--- src/rtl/mem_loader.sv ---
// mem_loader: operator-side nibble editor and request/acknowledge writer for the
// operand memory, with hex seven-segment feedback and a lockout while the control unit runs.
module mem_loader #(
    parameter int ADDR_W      = 3,
    parameter int ACK_TIMEOUT = 16
) (
    input  logic                   clock,
    input  logic                   reset,
    input  logic [2:0]             btn_pulse,
    input  logic                   run_req,
    input  logic                   run_done,
    output logic                   wr_en,
    output logic [ADDR_W-1:0]      wr_addr,
    output logic [7:0]             wr_data,
    input  logic                   wr_ack,
    output logic [2**ADDR_W-1:0]   written,
    output logic                   all_loaded,
    output logic                   busy,
    output logic                   err,
    output logic [6:0]             ssegment0,
    output logic [6:0]             ssegment1,
    output logic [6:0]             ssegment2,
    output logic [6:0]             ssegment3
);
    typedef enum logic [1:0] {EDIT, WRITE, LOCK} state_t;
    typedef enum logic [1:0] {F_ADDR, F_HI, F_LO} field_t;

    localparam logic [7:0]        CNT_LAST = 8'(ACK_TIMEOUT - 1);
    localparam logic [ADDR_W-1:0] ADDR_ONE = ADDR_W'(1);
    localparam logic [6:0]        G_ZERO   = 7'b1000000;
    localparam logic [6:0]        G_A      = 7'b0001000;
    localparam logic [6:0]        G_H      = 7'b0001001;
    localparam logic [6:0]        G_L      = 7'b1000111;

    state_t                 state_q, state_d;
    field_t                 field_q, field_d;
    logic [ADDR_W-1:0]      addr_q, addr_d, wr_addr_q, wr_addr_d;
    logic [7:0]             data_q, data_d, wr_data_q, wr_data_d, cnt_q, cnt_d;
    logic [2**ADDR_W-1:0]   written_q, written_d;
    logic                   all_loaded_q, all_loaded_d, err_q, err_d;
    logic [6:0]             seg0_q, seg0_d, seg1_q, seg1_d, seg2_q, seg2_d, seg3_q, seg3_d;

    function automatic logic [6:0] hex7(input logic [3:0] v);
        case (v)
            4'h0: hex7 = 7'b1000000;
            4'h1: hex7 = 7'b1111001;
            4'h2: hex7 = 7'b0100100;
            4'h3: hex7 = 7'b0110000;
            4'h4: hex7 = 7'b0011001;
            4'h5: hex7 = 7'b0010010;
            4'h6: hex7 = 7'b0000010;
            4'h7: hex7 = 7'b1111000;
            4'h8: hex7 = 7'b0000000;
            4'h9: hex7 = 7'b0010000;
            4'hA: hex7 = 7'b0001000;
            4'hB: hex7 = 7'b0000011;
            4'hC: hex7 = 7'b1000110;
            4'hD: hex7 = 7'b0100001;
            4'hE: hex7 = 7'b0000110;
            default: hex7 = 7'b0001110;
        endcase
    endfunction

    always_comb begin
        state_d      = state_q;
        field_d      = field_q;
        addr_d       = addr_q;
        data_d       = data_q;
        wr_addr_d    = wr_addr_q;
        wr_data_d    = wr_data_q;
        cnt_d        = cnt_q;
        written_d    = written_q;
        err_d        = err_q;
        case (state_q)
            EDIT: begin
                // run_req outranks every button; commit outranks increment outranks next-field
                if (run_req) begin
                    state_d = LOCK;
                end else if (btn_pulse[2]) begin
                    state_d   = WRITE;
                    wr_addr_d = addr_q;
                    wr_data_d = data_q;
                    cnt_d     = 8'd0;
                end else if (btn_pulse[1]) begin
                    addr_d = field_q == F_ADDR ? addr_q + ADDR_ONE : addr_q;
                    data_d = field_q == F_HI ? {data_q[7:4] + 4'd1, data_q[3:0]} :
                             field_q == F_LO ? {data_q[7:4], data_q[3:0] + 4'd1} : data_q;
                end else if (btn_pulse[0]) begin
                    field_d = field_q == F_ADDR ? F_HI : field_q == F_HI ? F_LO : F_ADDR;
                end
            end
            WRITE: begin
                if (wr_ack) begin
                    state_d           = EDIT;
                    written_d[addr_q] = 1'b1;
                    err_d             = 1'b0;
                    addr_d            = addr_q + ADDR_ONE;
                    field_d           = F_ADDR;
                end else if (cnt_q == CNT_LAST) begin
                    state_d = EDIT;
                    err_d   = 1'b1;
                end else begin
                    cnt_d = cnt_q + 8'd1;
                end
            end
            LOCK: state_d = (run_done || !run_req) ? EDIT : LOCK;
            default: state_d = EDIT;
        endcase
        all_loaded_d = &written_d;
        seg0_d = hex7(data_q[3:0]);
        seg1_d = hex7(data_q[7:4]);
        seg2_d = hex7(4'(addr_q));
        seg3_d = field_q == F_ADDR ? G_A : field_q == F_HI ? G_H : G_L;
    end

    always_ff @(posedge clock or negedge reset) begin
        if (!reset) begin
            state_q      <= EDIT;
            field_q      <= F_ADDR;
            addr_q       <= '0;
            data_q       <= '0;
            wr_addr_q    <= '0;
            wr_data_q    <= '0;
            cnt_q        <= '0;
            written_q    <= '0;
            all_loaded_q <= 1'b0;
            err_q        <= 1'b0;
            seg0_q       <= G_ZERO;
            seg1_q       <= G_ZERO;
            seg2_q       <= G_ZERO;
            seg3_q       <= G_A;
        end else begin
            state_q      <= state_d;
            field_q      <= field_d;
            addr_q       <= addr_d;
            data_q       <= data_d;
            wr_addr_q    <= wr_addr_d;
            wr_data_q    <= wr_data_d;
            cnt_q        <= cnt_d;
            written_q    <= written_d;
            all_loaded_q <= all_loaded_d;
            err_q        <= err_d;
            seg0_q       <= seg0_d;
            seg1_q       <= seg1_d;
            seg2_q       <= seg2_d;
            seg3_q       <= seg3_d;
        end
    end

    assign wr_en      = state_q == WRITE;
    assign busy       = state_q != EDIT;
    assign wr_addr    = wr_addr_q;
    assign wr_data    = wr_data_q;
    assign written    = written_q;
    assign all_loaded = all_loaded_q;
    assign err        = err_q;
    assign ssegment0  = seg0_q;
    assign ssegment1  = seg1_q;
    assign ssegment2  = seg2_q;
    assign ssegment3  = seg3_q;
endmodule

--- config.mk ---
export PLATFORM = sky130hd
export DESIGN_NAME = mem_loader
export DESIGN_NICKNAME = d
export VERILOG_FILES = /design/src/rtl/mem_loader.sv
export SDC_FILE = /design/constraint.sdc
export NUM_CORES = 1
export LEC_CHECK = 0
export CORE_ASPECT_RATIO = 1.25
export CORE_MARGIN = 4
export CORE_UTILIZATION = 33
export DETAILED_ROUTE_END_ITERATION = 12
export PLACE_DENSITY = 0.63
export SLEW_MARGIN = 20
export SYNTH_ARGS = -nofsm -noshare
export SYNTH_HDL_FRONTEND = slang
export SYNTH_SLANG_ARGS = --single-unit
export TNS_END_PERCENT = 1
--- constraint.sdc ---
create_clock -name clock -period 2.4 [get_ports clock]
set_input_delay 0.48 -clock clock [delete_from_list [all_inputs] [get_ports clock]]
set_output_delay 0.48 -clock clock [all_outputs]
set_load 0.1 [all_outputs]
==> reports/metrics.cfg, run 1 <==
[floorplanning]
core_um2=9660
die_area_um2=11600
die_x_um=97.3
num_rows=40
top_level_ports=59
fp.dieH_um=120
initial_core_util=0.341

[yosys]
ys.flop_type=dfrtp_1
synth.area.top_cells=dfrtp_1 49%, ha_1 6.8%, nand2_1 4.2%, mux2i_1 3.6%, dfstp_2 3.2%
ys_types=58
synth_edf_count=0
synth-seq-cells=68
yosysTopAreaCell=dfrtp_1
synthArstFlopShare=1.00
synth.avg_cell_area_um2=10.9
netlist.area_leader.share=0.487
synth_seq_area_share=0.518
yosysWarnings=0
netlist_area_um2=3290
synth_cells=303

[clock_network]
clkSinkCount=68
post-cts-setup-buffer-count=0
cts_resized=0
clkTransAtPathRegs_ns=0.06
cts_tree=built
cts-buffers-inserted=9
insertion_delay_ns=0.33
root_buffer=clkbuf_16
h-tree-depth=3
cts_buffer_depth=2
hold_buffers=0

[cells_and_area]
filler_cell_count=937
nets=379
area_delta_synth_final_pct=24.8
drive_gt1_frac=0.246
num_antenna_cells=0
final_cell_mix=64 x dfrtp_1, 50 x buf_4, 37 x nand2_1, 18 x ha_1, 15 x nor2_1
layout_commonest_cell=dfrtp_1

[sta]
max_slew.worst_pin.slew_ns=0.601
setup_violations=0
hold_viol=0
skew_ns=0.00787
fmax_mhz=527
fin_setup_tns_ns=0
slew_viol_final=0
timing.final.crit_period_ns=1.90
min_period_over_period=0.790
rsz0062_at_grt=no
setup_slack_ns=0.504
slew_headroom=0.599

[worst_hold_path]
holdCritPathClass=input pin to asynchronous set/reset pin

[worst_setup_path]
arrival_ns=1.42
crit_family=flip-flops
cp.depth=3
rr_worst_depth=5
crit_buf_inv=2
critPathMaxFanout=9
startpoint_type=flip-flop
end_kind=output pin
worstSetupPathType=flip-flop to output pin
critPathSlowestCell=dfrtp_1
crit_path_max_incr_delay_ns=0.58
cp_cell_sequence=nand2b_4 > inv_2 > buf_12
cp_data_required_time_ns=1.92

[placement]
numPortBuffers=56
place_congestion=0.853
hpwl_um=4770
dp_slack_ns=0.326

[run_status]
status=complete, no violations

[route]
finalWirelength_um=6740
vias=2323
dr.pass1.iters=4
ant_nets=0
drc_errors=0
first_iter_violations=48
drt-wirelength-per-cell_um=13.9
routed_via_density=4.80

[flow_run]
max_cap_violations=0

[global_route]
grt_pass1_wl_um=11600
grt_pass1_vias=2368
antenna_found_initial=0
grt_max_degree=45
grt_overflow_total=0
grt_usage=0.124

sequential cells by signal, indices dropped and copies added, names as in the netlist:
register and count:
addr_q 3, all_loaded 1, cnt_q 8, data_q 8, err 1, field_q 2, ssegment0 7, ssegment1 7
ssegment2 7, ssegment3 3, state_q 2, wr_addr 3, wr_data 8, written 8
cell type report:
type                       instances  area, um2  share of cell area
inverter                          16       60.1              0.0146
timing repair buffer              59        480               0.117
sequential                        68       1710               0.415
multi-input combinational        199       1410               0.343
clock buffer                      10        229              0.0557
tap                              126        158              0.0384
clock inverter                     6       66.3              0.0161
synth_stat cells (all sizes together) (2+ instances only):
cell     instances
a211o            2
a211oi           2
a21o             2
a21oi            5
a22o             3
a2bb2oi          2
a31o             4
a32o             2
a32oi            2
and3             7
and4             2
buf             11
clkbuf          10
dfrtp           64
dfstp            4
ha              18
inv             15
mux2             2
mux2i           12
mux4             2
nand2           37
nand2b           2
nand3           10
nand4            2
nor2            17
nor2b            6
nor3             5
o21ai           21
o21bai           4
o22ai            2
o31ai            2
or3b             2
xnor2            8
path summary, 6_finish.rpt:
kind,slack (ns),to,from
min in group clock,0.48,wr_data[2],wr_data[2]
setup reg to reg,0.67,cnt_q[3],cnt_q[0]
max in group asynchronous,1.54,ssegment0[6],reset
hold reg to reg,0.48,wr_data[2],wr_data[2]
setup / recovery,0.50,wr_en,state_q[0]
hold / removal,0.16,all_loaded,reset
logic make-up after synthesis:
family / count (synthesis) / share of synthesized area
compound gates: 58 / 0.123
xor+xnor: 9 / 0.0239
fa+ha+maj: 18 / 0.0684
buf+inv: 37 / 0.0551
flops: 68 / 0.518
mux: 16 / 0.0570
other cells: 1 / 0.00114
simple gates: 96 / 0.153
through the flow:
stage          hold slack (ns)  utilization  instances  instance area, um2
2_1_floorplan            0.184            -        304                3300
3_3_place_gp             0.461        0.395        468                3810
3_5_place_dp             0.471        0.395        468                3810
4_1_cts                  0.161        0.425        484                4110
5_1_grt                  0.191        0.425        484                4110
6_report                 0.161        0.425        484                4110
per-layer routing:
metal / global-route usage / up-vias / part of all wire
met5: 0 / - / 0
met4: 0.0528 / 0 / 0.015
met3: 0.0430 / 11 / 0.065
met2: 0.195 / 72 / 0.46
met1: 0.154 / 1102 / 0.46
li1: - / 1138 / -
Power of run 1 is left out: the tool's default activity adds up to more than one toggle a clock period on the data nets, which glitch-free logic cannot reach.
==> run 2, diff against run 1 <==
--- a/config.mk
+++ b/config.mk
@@ -9,7 +9,7 @@
 export CORE_MARGIN = 4
 export CORE_UTILIZATION = 33
 export DETAILED_ROUTE_END_ITERATION = 12
-export PLACE_DENSITY = 0.63
+export PLACE_DENSITY = 0.65
 export SLEW_MARGIN = 20
 export SYNTH_ARGS = -nofsm -noshare
 export SYNTH_HDL_FRONTEND = slang
==> constraint.sdc (replaced) <==
create_clock -name clock -period 1.6 [get_ports clock]
set_input_delay 0.32 -clock clock [delete_from_list [all_inputs] [get_ports clock]]
set_output_delay 0.32 -clock clock [all_outputs]
set_load 0.1 [all_outputs]
==> run 2 against run 1 <==
Register-to-register slack worse by 0.65 ns. Cell count up 6.4%. Via count up 5.1%. Critical path depth up 2. Die area unchanged. Wire length up 7.4%. First-iteration DRC count up 48%. Utilization up 9.1 points. Global-route usage up 1.2 points. Critical path type is now flip-flop to flip-flop. Highest routed layer unchanged.
==> reports/metrics.cfg, run 2 (synthesized netlist as in run 1, its figures left out) <==
[sta]
fmax_mhz=631
timing.final.crit_period_ns=1.58
setup_slack_ns=0.0160  ; -0.488 ns
rsz0062_at_grt=yes
setup_violations=0  ; unchanged
hold_viol=0  ; unchanged
skew_ns=0.00851  ; +0.000634 ns
hold_slack_ns=0.00421  ; -0.157 ns
min_period_over_period=0.990
slew_viol_final=0  ; unchanged

[cells_and_area]
filler_cell_count=834  ; -11%
drive_gt1_frac=0.324  ; +0.0781
multiInputGateArea_um2=1420  ; +0.89%
layout_commonest_cell=dfrtp_1
register_area_um2=1710  ; +0.37%
final_area_um2=4980  ; +21%
num_antenna_cells=0  ; unchanged
finalNonFillerCells=515  ; +6.4%
final_cell_mix=59 x dfrtp_1, 51 x buf_12, 37 x nand2_1, 32 x buf_4, 17 x ha_1
nets=410  ; +8.2%
area_delta_synth_final_pct=51.3

[flow_run]
max_cap_violations=0  ; unchanged

[route]
drc_errors=0  ; unchanged
routed_via_density=4.74  ; -1.2%
dr.pass1.iters=4  ; unchanged
drt-wirelength-per-cell_um=14.1  ; +0.98%
vias=2442  ; +5.1%
ant_nets=0  ; unchanged
first_iter_violations=71  ; +48%
finalWirelength_um=7240  ; +7.4%

[worst_setup_path]
critPathMaxFanout=4  ; -5
end_kind=flip-flop
critical_path.startpoint=cnt_q[5]
r2r-start=cnt_q[5]
worstSetupPathType=flip-flop to flip-flop
startpoint_type=flip-flop
cp_data_required_time_ns=1.82  ; -0.10 ns
arrival_ns=1.80  ; +0.38 ns
rr_worst_depth=5  ; unchanged

[clock_network]
cts_buffer_depth=2  ; unchanged
cts-buffers-inserted=9  ; unchanged
clkTransAtPathRegs_ns=0.06  ; about the same
root_buffer=clkbuf_16
insertion_delay_ns=0.33  ; about the same
h-tree-depth=3  ; unchanged
clkSinkCount=68  ; unchanged
cts_tree=built

[global_route]
grt_usage=0.136  ; +0.0119
grt_overflow_total=0  ; unchanged
grt_max_degree=69  ; +53%
antenna_found_initial=0  ; unchanged
grt_pass1_vias=2550  ; +7.7%
grt_pass1_wl_um=12600  ; +9.2%

[placement]
numPortBuffers=56  ; unchanged
dp_slack_ns=-0.179  ; -0.505 ns
place_congestion=0.767  ; -10%
dpl_cell_area_um2=4640  ; +22%
hpwl_um=5260  ; +10%
dp.cells=496  ; +6.0%

[floorplanning]
top_level_ports=59  ; unchanged
die_x_um=97.3  ; unchanged
initial_core_util=0.341  ; unchanged
die_area_um2=11600  ; unchanged
num_rows=40  ; unchanged
fp.dieH_um=120  ; unchanged
core_um2=9660  ; unchanged

[run_status]
status=complete, no violations

[worst_hold_path]
holdCritPathClass=input pin to asynchronous set/reset pin

-- run 2: cell types whose count changed in the layout (fill, tap and decap cells not counted), sizes merged --
| cell | before | now |
|---|---|---|
| inv | 15 | 16 |
| clkinvlp | 3 | 1 |
| clkbuf | 10 | 11 |
| buf | 53 | 84 |
-- run 2: worst max-delay path: stages, from the launching register on --
cell and delay (ns):
dfrtp_1 0.41, nor4_4 0.41, a211oi_4 0.12, buf_4 0.16
and3_1 0.16, a211o_1 0.22
-- run 2: final timing paths --
| kind | end | slack [ns] |
|---|---|---|
| min | ssegment0[4] | 0.004 |
| max | cnt_q[7] | 0.02 |
| min reg2reg | ssegment3[2] | 0.51 |
| min in group clock | ssegment3[2] | 0.51 |
| max reg2reg | cnt_q[7] | 0.02 |
| max in group asynchronous | ssegment0[6] | 1.29 |
-- run 2: timing repair --
item,4_1_cts,5_1_grt
setup endpoints to repair,2,7
hold buffers,0,0
pin swaps,1,1
gates resized for setup,3,2
buffers inserted,4,0
-- run 2: metal layers --
metal / vias to the layer above / global-route usage / share of wire
li1: 1206 / - / -
met1: 1168 / 0.159 / 0.42
met2: 61 / 0.228 / 0.51
met3: 7 / 0.0471 / 0.049
met4: 0 / 0.0537 / 0.015
met5: - / 0 / 0
-- run 2: stage by stage --
stage / setup TNS (ns) / utilization
final: 0 / 0.516
after global routing: -0.153 / 0.516
after CTS: 0 / 0.515
after detailed placement: -0.937 / 0.481
after global placement: -0.712 / 0.481
after floorplan: -0.285 / -
-- run 2: area by class of cell --
cell class              count  share of cell area
well taps                 126              0.0316
multi-input cells         199               0.285
clock buffers              11              0.0487
clock inverters             5              0.0121
flip-flops and latches     68               0.344
inverters                  16              0.0126
repair buffers             90               0.266
Power of run 2 is left out for the same reason.
==> run 3, diff against run 2 <==
--- a/config.mk
+++ b/config.mk
@@ -5,11 +5,10 @@
 export SDC_FILE = /design/constraint.sdc
 export NUM_CORES = 1
 export LEC_CHECK = 0
-export CORE_ASPECT_RATIO = 1.25
 export CORE_MARGIN = 4
-export CORE_UTILIZATION = 33
+export CORE_UTILIZATION = 40
 export DETAILED_ROUTE_END_ITERATION = 12
-export PLACE_DENSITY = 0.65
+export PLACE_DENSITY = 0.75
 export SLEW_MARGIN = 20
 export SYNTH_ARGS = -nofsm -noshare
 export SYNTH_HDL_FRONTEND = slang
==> run 3 against run 2 <==
The flow now finishes with violations (hold timing, setup timing). Critical path type unchanged. Register-to-register slack worse by 0.05 ns. Worst setup slack worse by 0.048 ns. Sequential share of layout area is 0.72 points higher. Die area is 16% lower. Maximum frequency is 3.0% lower.
==> reports/metrics.cfg, run 3 (synthesized netlist as in run 1, its figures left out) <==
[worst_setup_path]
critPathMaxFanout=5  ; +1
cp_data_required_time_ns=1.82  ; about the same
end_kind=flip-flop
arrival_ns=1.85  ; +0.05 ns
worstSetupPathType=flip-flop to flip-flop
startpoint_type=flip-flop

[placement]
hpwl_um=5080  ; -3.4%
numPortBuffers=56  ; unchanged
place_congestion=0.810  ; +5.6%
dpl_cell_area_um2=4590  ; -1.1%

[sta]
fmax_mhz=613  ; -3.0%
hold_viol=2  ; +2
rsz0062_at_grt=yes
setup_slack_ns=-0.0324  ; -0.0485 ns
timing.final.crit_period_ns=1.63  ; +0.0485 ns
hold_slack_ns=-0.00118  ; -0.00539 ns
min_period_over_period=1.02  ; +0.0303
skew_ns=0.00864  ; +0.000134 ns
setup_violations=3  ; +3
slew_viol_final=0  ; unchanged

[route]
drt-wirelength-per-cell_um=14.4  ; +2.1%
ant_nets=0  ; unchanged
drc_errors=0  ; unchanged
vias=2519  ; +3.2%
finalWirelength_um=7040  ; -2.8%
dr.pass1.iters=4  ; unchanged
first_iter_violations=97  ; +37%
routed_via_density=5.14  ; +8.4%

[cells_and_area]
final_area_um2=4880  ; -2.1%
drive_gt1_frac=0.322  ; -0.00174
filler_cell_count=602  ; -28%
nets=409  ; -0.24%
num_antenna_cells=0  ; unchanged
final_cell_mix=60 x dfrtp_1, 51 x buf_12, 37 x nand2_1, 31 x buf_4, 17 x ha_1
register_area_um2=1710  ; about the same
area_delta_synth_final_pct=48.1
layout_commonest_cell=dfrtp_1
multiInputGateArea_um2=1430  ; +0.53%

[flow_run]
max_cap_violations=0  ; unchanged

[global_route]
grt_pass1_vias=2486  ; -2.5%
grt_max_degree=69  ; unchanged
antenna_found_initial=0  ; unchanged
grt_pass1_wl_um=12000  ; -4.8%
grt_usage=0.153  ; +0.0174
grt_overflow_total=0  ; unchanged

[floorplanning]
fp.dieH_um=98.7  ; -18%
die_x_um=98.7  ; +1.4%
num_rows=32  ; -20%
top_level_ports=59  ; unchanged
initial_core_util=0.419  ; +0.0787
die_area_um2=9750  ; -16%
core_um2=7850  ; -19%

[clock_network]
cts_buffer_depth=2  ; unchanged
clkSinkCount=68  ; unchanged
cts_tree=built
root_buffer=clkbuf_8
h-tree-depth=3  ; unchanged
cts-buffers-inserted=9  ; unchanged
insertion_delay_ns=0.34  ; about the same
clkTransAtPathRegs_ns=0.08  ; +0.02 ns

[worst_hold_path]
holdCritPathClass=input pin to asynchronous set/reset pin

[run_status]
violations=hold timing, setup timing
status=complete, but fails checks

## run 3: critical path, stage by stage (launching register included)
cell and delay (ns):
dfrtp_1 0.39, ha_2 0.20, and3_4 0.18, a211oi_4 0.34, nor2_4 0.08, a221o_1 0.33
## run 3: worst paths after layout
check / startpoint / end / slack [ns] / depth (start not counted)
setup reg to reg: cnt_q[0] / cnt_q[3] / -0.03 / 5
min in group clock: field_q[1] / ssegment3[3] / 0.52 / 1
hold / removal: reset / ssegment0[4] / -0.001 / 2
hold reg to reg: field_q[1] / ssegment3[3] / 0.52 / 1
max in group asynchronous: reset / ssegment1[6] / 1.29 / 2
setup / recovery: cnt_q[0] / cnt_q[3] / -0.03 / 5
## run 3: cell type report
type,count,area share
Sequential cell,68,0.351
Multi-Input combinational cell,199,0.293
Timing Repair Buffer,89,0.270
Tap cell,102,0.0262
Clock buffer,10,0.0282
Clock inverter,6,0.0180
Inverter,16,0.0133
## run 3: what timing repair did
action / CTS / global route
pin swaps: 3 / 7
setup endpoints to repair: 5 / 8
gates resized for setup: 6 / 2
hold buffers: 0 / 0
buffers inserted: 2 / 3
## run 3: metrics by stage
step | setup WS (ns) | setup TNS [ns] | hold slack (ns) | util | std cells
final | -0.0324 | -0.0409 | -0.00118 | 0.621 | 490
after global routing | -0.0778 | -0.273 | 0.00419 | 0.621 | 490
after CTS | -0.0118 | -0.0314 | 0.000561 | 0.618 | 487
after detailed placement | -0.166 | -1.27 | 0.362 | 0.585 | 469
after global placement | -0.132 | -0.595 | 0.364 | 0.585 | 469
after floorplan | -0.0634 | -0.285 | 0.0244 | - | 304
## run 3: metal layers
layer,GRT usage,routed length (um)
met5,0,0
met4,0.0473,83
met3,0.0418,392
met2,0.266,3640
met1,0.185,2920
Power of run 3 is left out for the same reason.
